==> config.mk <==
export PLATFORM = sky130hd
export DESIGN_NAME = alu_issue_unit
export DESIGN_NICKNAME = d
export VERILOG_FILES = /design/src/rtl/alu_pkg.sv /design/src/rtl/alu_regfile.sv /design/src/rtl/alu_issue_unit.sv
export SDC_FILE = /design/constraint.sdc
export NUM_CORES = 1
export LEC_CHECK = 0
export CAP_MARGIN = 5
export CELL_PAD_IN_SITES_DETAIL_PLACEMENT = 0
export CELL_PAD_IN_SITES_GLOBAL_PLACEMENT = 1
export CORE_ASPECT_RATIO = 1.25
export CORE_MARGIN = 4
export CORE_UTILIZATION = 40
export CTS_CLUSTER_SIZE = 40
export DETAILED_ROUTE_END_ITERATION = 12
export GPL_TIMING_DRIVEN = 0
export PLACE_DENSITY_LB_ADDON = 0.1
export SLEW_MARGIN = 15
export SYNTH_ARGS = -nofsm -noshare
export SYNTH_HDL_FRONTEND = slang
export SYNTH_SLANG_ARGS = --single-unit
==> constraint.sdc <==
create_clock -name i_clk -period 6.8 [get_ports i_clk]
set_input_delay 2.04 -clock i_clk [delete_from_list [all_inputs] [get_ports i_clk]]
set_output_delay 2.04 -clock i_clk [all_outputs]
set_load 0.02 [all_outputs]
==> src/rtl/alu_pkg.sv <==
// Shared definitions for the ALU issue path: opcodes, FSM encoding and widths.
// The arithmetic unit decodes the same OP_* constants.
package alu_pkg;

  localparam int DATA_W   = 16;
  localparam int RES_W    = 32;
  localparam int REG_AW   = 3;
  localparam int NUM_REGS = 1 << REG_AW;
  localparam int CNT_W    = 3;

  localparam logic [2:0] OP_ADD = 3'd0;
  localparam logic [2:0] OP_SUB = 3'd1;
  localparam logic [2:0] OP_MUL = 3'd2;
  localparam logic [2:0] OP_DIV = 3'd3;
  localparam logic [2:0] OP_AND = 3'd4;
  localparam logic [2:0] OP_OR  = 3'd5;
  localparam logic [2:0] OP_NOT = 3'd6;
  localparam logic [2:0] OP_XOR = 3'd7;

  // Result written back when a divide hits a zero divisor.
  localparam logic [RES_W-1:0] DIV0_RESULT = 32'h0000_FFFF;

  typedef enum logic [2:0] {
    ST_IDLE  = 3'd0,
    ST_READ  = 3'd1,
    ST_ISSUE = 3'd2,
    ST_WAIT  = 3'd3,
    ST_WB    = 3'd4
  } state_t;

endpackage

==> src/rtl/alu_regfile.sv <==
// 8x16 architectural register file: two async read ports, one sync write port.
// r0 reads as zero and is never written; host loads take priority over writeback.
module alu_regfile
  import alu_pkg::*;
(
  input  logic              i_clk,
  input  logic              i_rst,
  input  logic [REG_AW-1:0] i_ra1,
  input  logic [REG_AW-1:0] i_ra2,
  output logic [DATA_W-1:0] o_rd1,
  output logic [DATA_W-1:0] o_rd2,
  input  logic              i_load_en,
  input  logic [REG_AW-1:0] i_load_addr,
  input  logic [DATA_W-1:0] i_load_data,
  input  logic              i_wb_en,
  input  logic [REG_AW-1:0] i_wb_addr,
  input  logic [DATA_W-1:0] i_wb_data
);

  logic [DATA_W-1:0] r_mem [NUM_REGS];
  logic              w_we;
  logic [REG_AW-1:0] w_waddr;
  logic [DATA_W-1:0] w_wdata;

  always_comb begin
    w_we    = 1'b0;
    w_waddr = '0;
    w_wdata = '0;
    if (i_load_en) begin
      w_we    = 1'b1;
      w_waddr = i_load_addr;
      w_wdata = i_load_data;
    end else if (i_wb_en) begin
      w_we    = 1'b1;
      w_waddr = i_wb_addr;
      w_wdata = i_wb_data;
    end
  end

  always_ff @(posedge i_clk) begin
    if (i_rst) begin
      for (int i = 0; i < NUM_REGS; i++) r_mem[i] <= '0;
    end else if (w_we && (w_waddr != '0)) begin
      r_mem[w_waddr] <= w_wdata;
    end
  end

  assign o_rd1 = (i_ra1 == '0) ? '0 : r_mem[i_ra1];
  assign o_rd2 = (i_ra2 == '0) ? '0 : r_mem[i_ra2];

endmodule

==> src/rtl/alu_issue_unit.sv <==
// Issues register-format instructions to a fixed-latency arithmetic unit and
// writes the result back; owns the register file and the HI register.
module alu_issue_unit
  import alu_pkg::*;
#(
  parameter int ALU_LATENCY = 1
) (
  input  logic              i_clk,
  input  logic              i_rst,
  input  logic              i_in_valid,
  output logic              o_in_ready,
  input  logic [2:0]        i_in_opcode,
  input  logic [REG_AW-1:0] i_in_rd,
  input  logic [REG_AW-1:0] i_in_rs1,
  input  logic [REG_AW-1:0] i_in_rs2,
  input  logic              i_load_en,
  input  logic [REG_AW-1:0] i_load_addr,
  input  logic [DATA_W-1:0] i_load_data,
  output logic [2:0]        o_alu_operation,
  output logic [DATA_W-1:0] o_alu_op1,
  output logic [DATA_W-1:0] o_alu_op2,
  input  logic [RES_W-1:0]  i_alu_result,
  output logic              o_wb_valid,
  output logic [REG_AW-1:0] o_wb_addr,
  output logic [DATA_W-1:0] o_wb_data,
  output logic [DATA_W-1:0] o_hi_q,
  output logic              o_div_zero_err,
  output logic              o_busy
);

  localparam logic [CNT_W-1:0] LAT_LAST = CNT_W'(ALU_LATENCY - 1);

  state_t            r_state;
  state_t            w_state_nxt;
  logic [2:0]        r_op;
  logic [REG_AW-1:0] r_rd;
  logic [REG_AW-1:0] r_rs1;
  logic [REG_AW-1:0] r_rs2;
  logic [RES_W-1:0]  r_res;
  logic [CNT_W-1:0]  r_cnt;
  logic [DATA_W-1:0] r_hi;
  logic              r_dz;
  logic [2:0]        r_alu_op;
  logic [DATA_W-1:0] r_alu_a;
  logic [DATA_W-1:0] r_alu_b;
  logic [DATA_W-1:0] w_rd1;
  logic [DATA_W-1:0] w_rd2;
  logic              w_accept;
  logic              w_div_zero;
  logic              w_wait_done;
  logic              w_load_we;
  logic              w_wb_we;

  assign w_accept    = i_in_valid & o_in_ready;
  assign w_div_zero  = (r_op == OP_DIV) && (w_rd2 == '0);
  assign w_wait_done = (r_cnt == LAT_LAST);
  // Host loads only land while idle, so they never collide with a writeback.
  assign w_load_we   = i_load_en && (r_state == ST_IDLE);
  assign w_wb_we     = (r_state == ST_WB);

  alu_regfile u_regfile (
    .i_clk       (i_clk),
    .i_rst       (i_rst),
    .i_ra1       (r_rs1),
    .i_ra2       (r_rs2),
    .o_rd1       (w_rd1),
    .o_rd2       (w_rd2),
    .i_load_en   (w_load_we),
    .i_load_addr (i_load_addr),
    .i_load_data (i_load_data),
    .i_wb_en     (w_wb_we),
    .i_wb_addr   (r_rd),
    .i_wb_data   (r_res[DATA_W-1:0])
  );

  always_ff @(posedge i_clk) begin
    if (i_rst) r_state <= ST_IDLE;
    else       r_state <= w_state_nxt;
  end

  always_comb begin
    w_state_nxt = r_state;
    case (r_state)
      ST_IDLE:  if (w_accept) w_state_nxt = ST_READ;
      ST_READ:  w_state_nxt = w_div_zero ? ST_WB : ST_ISSUE;
      ST_ISSUE: w_state_nxt = ST_WAIT;
      ST_WAIT:  if (w_wait_done) w_state_nxt = ST_WB;
      ST_WB:    w_state_nxt = ST_IDLE;
      default:  w_state_nxt = ST_IDLE;
    endcase
  end

  always_comb begin
    o_in_ready = 1'b0;
    o_wb_valid = 1'b0;
    o_wb_addr  = '0;
    o_wb_data  = '0;
    o_busy     = (r_state != ST_IDLE);
    case (r_state)
      ST_IDLE: o_in_ready = ~i_rst & ~i_load_en;
      ST_WB: begin
        o_wb_valid = 1'b1;
        o_wb_addr  = r_rd;
        o_wb_data  = r_res[DATA_W-1:0];
      end
      default: ;
    endcase
  end

  // ALU-facing registers are loaded leaving READ and cleared on the last WAIT edge.
  always_ff @(posedge i_clk) begin
    if (i_rst) begin
      r_op     <= '0;
      r_rd     <= '0;
      r_rs1    <= '0;
      r_rs2    <= '0;
      r_res    <= '0;
      r_cnt    <= '0;
      r_hi     <= '0;
      r_dz     <= 1'b0;
      r_alu_op <= '0;
      r_alu_a  <= '0;
      r_alu_b  <= '0;
    end else begin
      case (r_state)
        ST_IDLE: if (w_accept) begin
          r_op  <= i_in_opcode;
          r_rd  <= i_in_rd;
          r_rs1 <= i_in_rs1;
          r_rs2 <= i_in_rs2;
          r_dz  <= 1'b0;
        end
        ST_READ: if (w_div_zero) begin
          r_dz  <= 1'b1;
          r_res <= DIV0_RESULT;
        end else begin
          r_alu_op <= r_op;
          r_alu_a  <= w_rd1;
          r_alu_b  <= w_rd2;
        end
        ST_ISSUE: r_cnt <= '0;
        ST_WAIT: begin
          r_cnt <= r_cnt + 1'b1;
          if (w_wait_done) begin
            r_res    <= i_alu_result;
            r_alu_op <= '0;
            r_alu_a  <= '0;
            r_alu_b  <= '0;
          end
        end
        ST_WB: if (r_op == OP_MUL) r_hi <= r_res[RES_W-1:DATA_W];
        default: ;
      endcase
    end
  end

  assign o_alu_operation = r_alu_op;
  assign o_alu_op1       = r_alu_a;
  assign o_alu_op2       = r_alu_b;
  assign o_hi_q          = r_hi;
  assign o_div_zero_err  = r_dz;

endmodule

Word level (Yosys, flattened, before mapping). Memory sizes are Yosys's and may differ from the RTL's. A register that Yosys moved wholly into a read port is not among the register bits. Index checks and enable logic that the tools add are counted.

Word-level logic and storage cells: 88. Output and inout bits: 74. Latch bits: 0. Memories: 1. Input bits: 67. Memory bits (read-only): 0. Flip-flop bits (word level): 102. Memory bits (writable): 128.

Memory list: u_regfile.r_mem (words 8, width 16, read ports 2, clocked after memory_dff 2, wr ports 8, line alu_regfile.sv:20) `logic [DATA_W-1:0] r_mem [NUM_REGS];`.

Div/mod/pow operators: 0. Reductions and logical operators: 20. Multiply operators: 0. Bitwise logic cells: 4. Equal/unequal tests: 10. Magnitude comparators: 0. Mux-type cells: 40. Shift operators: 0. $add $sub $neg: 1.

Operators with widths (count): $mux 16 (8); $mux 32 (2); $pmux 16 s2 (2); $pmux 32 s2 (1); $mux 3 (12); $logic_not 16->1 (1); $reduce_or 16->1 (1); $eq 3x2->1 const B (4); $logic_not 3->1 (4); $pmux 3 s2 (2); $pmux 3 s4 (1); $mux 1 (11); $reduce_and 3->1 (3); $ne 2x2->1 const B (4); $reduce_and 2->1 (3); $reduce_bool 2->1 (3); $reduce_bool 3->1 (2); $add 3x1->3 const B (1); $eq 3x1->1 const B (1); $eq 3x3->1 const B (1); $logic_and 1x1->1 (3); $and 1x1->1 (2); $not 1->1 (2); $pmux 1 s2 (1).

Longest topological paths before layout.
Depth in word-level cells: 10. Depth in mapped cells: 13.

By module. A second synthesis with hierarchy kept.

Cells, all modules: 991. Area, all modules: 10746.6 um^2.

Modules (own cells, without submodules): alu_regfile (area an instance 6212.2 um^2, cells an instance 509, times used 1); alu_issue_unit (area an instance 4534.3 um^2, cells an instance 482, times used 1).

Worst setup path after synthesis. OpenSTA, ideal clock, no wires.

Path kind: input -> output. Start: input i_rst. End: output o_in_ready. Required time: 4.760 ns. Stages: 2. Arrival time: 2.775 ns. Path slack: 1.985 ns. Path through: buf_2 nor3_1.

Longest elaborated chain between the ends: 3.

Ends and longest elaborated chain: from (decl) (line alu_issue_unit.sv:9) `input logic i_rst,`; $not 1->1 (line alu_issue_unit.sv:100) `ST_IDLE: o_in_ready = ~i_rst & ~i_load_en;`; $and 1x1->1 (line alu_issue_unit.sv:100); $mux 1 (line alu_issue_unit.sv:99) `case (r_state)`; to (decl) (line alu_issue_unit.sv:11) `output logic o_in_ready,`.

No other way between the ends.

Final worst setup path.
Start: input i_load_en. End: output o_in_ready.

Longest elaborated chain between the ends: 3.

Ends and longest elaborated chain: from (decl) (line alu_issue_unit.sv:16) `input logic i_load_en,`; $not 1->1 (line alu_issue_unit.sv:100); $and 1x1->1 (line alu_issue_unit.sv:100); $mux 1 (line alu_issue_unit.sv:99).

No other way between the ends.

==> results.txt <==
The layout-stage area growth over the synthesis result came out at 25.1%. IR analysis of the VDD net gives a maximum drop of 0.189 mV. The critical path in this run is classified as in2out. The analysis attributes to cell leakage a power of 4.43 nW. The proportion of synthesized area in mux cells came out at 16.1%.

The count of pins on the block boundary came out at 141. The last weighted congestion value of the routability-driven placer came out at 0.813. By area the synthesized netlist is led by edfxtp_1 36%, dfxtp_1 20%, mux4_2 9.9%. The number of setup buffers added after CTS came out at 0.

Global routing used 25.4% of the available met1 tracks. By area, the combinational part of the netlist is dominated by multiplexers. The final layout contains 1,125 nets. The fraction of post-synthesis cell area in the top cell type by area came out at 36.1%. The routed design has 31.5 mm of wire.

The synthesized area per cell came out at 12.2 um^2. The synthesized netlist devotes 12.8% of its cell area to simple gates. After routing, the total negative slack on setup checks comes to 0 ns. Setup repair after global routing left no endpoint under its margin. The met2 global-route usage came out at 37.7%. The maximum clock rate is 178 MHz. The count of endpoints failing hold in the final timing report came out at 0. The number of cells on the worst reg-to-reg path is 13.

The arithmetic-cell share of the synthesized area counting full adders, half adders and majority gates is 0.235%. Counting flops with an async set or reset pin after synthesis yields a share of 0%. The global routing met3 resource utilization came out at 4.77%. The layout has 2,414 filler cells.

The placed wire-length estimate after detailed placement is 22.3 mm. Synthesis produced a netlist whose cell count is 875. Data on the critical path is required at its endpoint by 4.76 ns.

The area of the core is 26,100 um^2. After global routing, the most crowded layer is met2. In the global route stage, overall resource usage came out at 21.2%.

Dividing the detail-routed via count by the number of cells gives 5.35. The height of the die came out at 190 um. The worst hold path cell count came out at 2. The min-delay analysis places its worst path in the category reg2reg. The number of antenna cells inserted came out at 0. The count of standard-cell rows is 66. For this design the ratio of total power to cell area is 243 nW/um^2. The first global-routing pass estimated 47.5 mm of wire. In this run the worst path has a maximum fanout of 3. After detailed routing, the average wire length per cell comes to 22.3 um. The post-cts repair resize count came out at 0. The first TritonRoute pass finished after 4 iterations.

The endpoint class of the critical path is an output pin. The starting density of the core is 40.8%. The final routed DRC violation total came out at 0. After clock tree synthesis, the flow added hold-fix buffers numbering 0. The number of global-route vias before repair came out at 7,873.

The number of design-rule violations left by the first detailed-router iteration came out at 422. The tree built by TritonCTS fans out to 236 sinks. The maximum number of pins on one net before global-route repair came out at 17. The Yosys step of the flow raised 0 warnings.

For this run, the leading register cell type out of synthesis is edfxtp_1. The run finished with clean final reports. The count of antenna-violating nets left after detailed routing is 0. The number of antenna violations at the first check in global routing is 0.

The layout cell share with drive strength beyond 1 came out at 11.8%. Of all cell types, the one taking the most synthesized area is edfxtp_1. The number of levels the H-tree was split into came out at 1. The post-CTS clock slew at the launch and capture registers of the worst setup and hold paths is 0.05 ns. For the pin with the worst max-slew slack, the measured transition is 1.13 ns. After synthesis the netlist holds a flip-flop and latch count of 236. The worst clock skew is 0.0116 ns.

Of the available clock period, the critical path in the final layout requires 82.5%. Summing the areas of all xor and xnor instances in the mapped netlist gives 0% of the synthesized area. The number of library cell types mapped by synthesis is 43. The fraction of the mapped netlist area in compound gates came out at 11.4%. The headroom to the max-slew limit came out at 24.8%. The number of flops mapped to enable cells by yosys is 128. The longest clock path from root to sink contains 3 buffers. The minimum period implied by the final worst setup slack is 5.61 ns. The data arrival time of the critical path is 3.57 ns. The clock reaches the later pin of the worst-skew pair after 0.52 ns. The number of input and output port buffers inserted came out at 139. The routed layout has 7,563 vias. The element type at the critical path start is an input port. The number of max-slew violations in the final report is 0. The sequential share of the synthesized area came out at 56.4%. Setup violations remaining at the end of the flow were counted as 0. TritonCTS built the clock tree. The number of max-capacitance violations reported is 0. Leaving out fill and tap cells, the most frequent cells in the layout are 174 x nor2_1, 139 x clkdlybuf4s50_1, 128 x edfxtp_1. Leaving out fill and tap cells, the most frequent cell in the layout is nor2_1. The number of CTS-inserted buffers came out at 25.

The die boundary width is 154 um. The buffer cell driving the clock tree root is clkbuf_16. The area of the die is 29,300 um^2. The leftover overflow at the end of global routing is 0. The cell area after technology mapping came out at 10,600 um^2. The final worst hold slack came out at 0.452 ns.
[registers in the layout (all words and copies together), names as in the netlist, named ones only]
signal,flops
o_alu_op1,16
o_alu_op2,16
o_alu_operation,3
o_div_zero_err,1
o_hi_q,16
r_cnt,3
r_op,3
r_rd,3
r_res,32
r_rs1,3
r_rs2,3
r_state,3
u_regfile.r_mem,128
[through the flow]
step / util [%] / total power, mW / setup slack, ns / cell area, um^2 / std cells
after global routing: 51.0 / 3.36 / 1.14 / 13300 / 1414
after CTS: 51.0 / 3.27 / 1.18 / 13300 / 1414
final: 51.0 / 3.24 / 1.19 / 13300 / 1414
after global placement: 48.0 / 1.93 / 1.17 / 12500 / 1369
after floorplan: - / 1.80 / 1.99 / 10700 / 890
after detailed placement: 48.0 / 1.94 / 1.19 / 12500 / 1369
[report_power, final]
| part | internal, mW | switching [mW] |
|---|---|---|
| sequential | 1.56 | 0.0297 |
| clock | 0.778 | 0.553 |
| combinational | 0.135 | 0.185 |
[critical path, stage by stage]
cell             delay, ns
clkdlybuf4s50_1       0.44
nor3_1                0.40
clkdlybuf4s50_1       0.69
[logic make-up (layout without fill, tap and decap cells)]
kind of cell | after synthesis | after routing
AND/OR/NAND/NOR | 314 | 314
flip-flops | 236 | 236
AO/OA/AOI/OAI | 156 | 156
multiplexers | 101 | 101
buffers and inverters | 65 | 249
adder cells (fa/ha/maj) | 2 | 2
other | 1 | 16
[path summary, 6_finish.rpt]
check	start	endpoint	slack, ns
worst max-delay path	i_load_en	o_in_ready	1.19
worst min-delay path	r_rd[1]$_SDFFE_PP0P_	r_rd[1]$_SDFFE_PP0P_	0.45
worst max register to register	register	o_alu_op2[12]$_SDFFE_PP0P_	2.99
worst min register to register	r_rd[1]$_SDFFE_PP0P_	r_rd[1]$_SDFFE_PP0P_	0.45
[synthesized netlist by cell type (3+ instances only)]
| cell type | n |
|---|---|
| o21a_1 | 16 |
| buf_2 | 8 |
| edfxtp_1 | 128 |
| mux4_2 | 47 |
| a22oi_1 | 7 |
| o2bb2ai_1 | 14 |
| a22o_1 | 20 |
| buf_6 | 8 |
| dfxtp_1 | 108 |
| nand3_1 | 8 |
| or3_1 | 3 |
| a21oi_1 | 54 |
| o2bb2ai_2 | 16 |
| mux4_1 | 7 |
| nor2b_1 | 6 |
| mux2i_1 | 47 |
| and2_1 | 22 |
| inv_1 | 4 |
| nor2_1 | 174 |
| clkbuf_1 | 39 |
| buf_1 | 3 |
| nor3_1 | 6 |
| nand2_1 | 72 |
| a31oi_1 | 17 |
| a221oi_1 | 3 |
| nor3b_1 | 4 |
| nand2b_1 | 10 |
[metal layers]
| layer | routed length, um | share of wire (%) |
|---|---|---|
| met1 | 12100 | 38 |
| met2 | 16300 | 52 |
| met3 | 2100 | 6.7 |
| met4 | 930 | 3.0 |
| met5 | 0 | 0 |
[cell type report]
cell class	instances	area [um^2]	share of cell area, %
buffer	61	309	2.32
inverter	4	15.0	0.113
clock inverter	7	60.1	0.451
tap	340	425	3.19
timing repair buffer	139	1390	10.4
sequential	236	6010	45.1
clock buffer	38	734	5.51
multi-input combinational	589	4380	32.9
(Power assumes the default switching activity.)
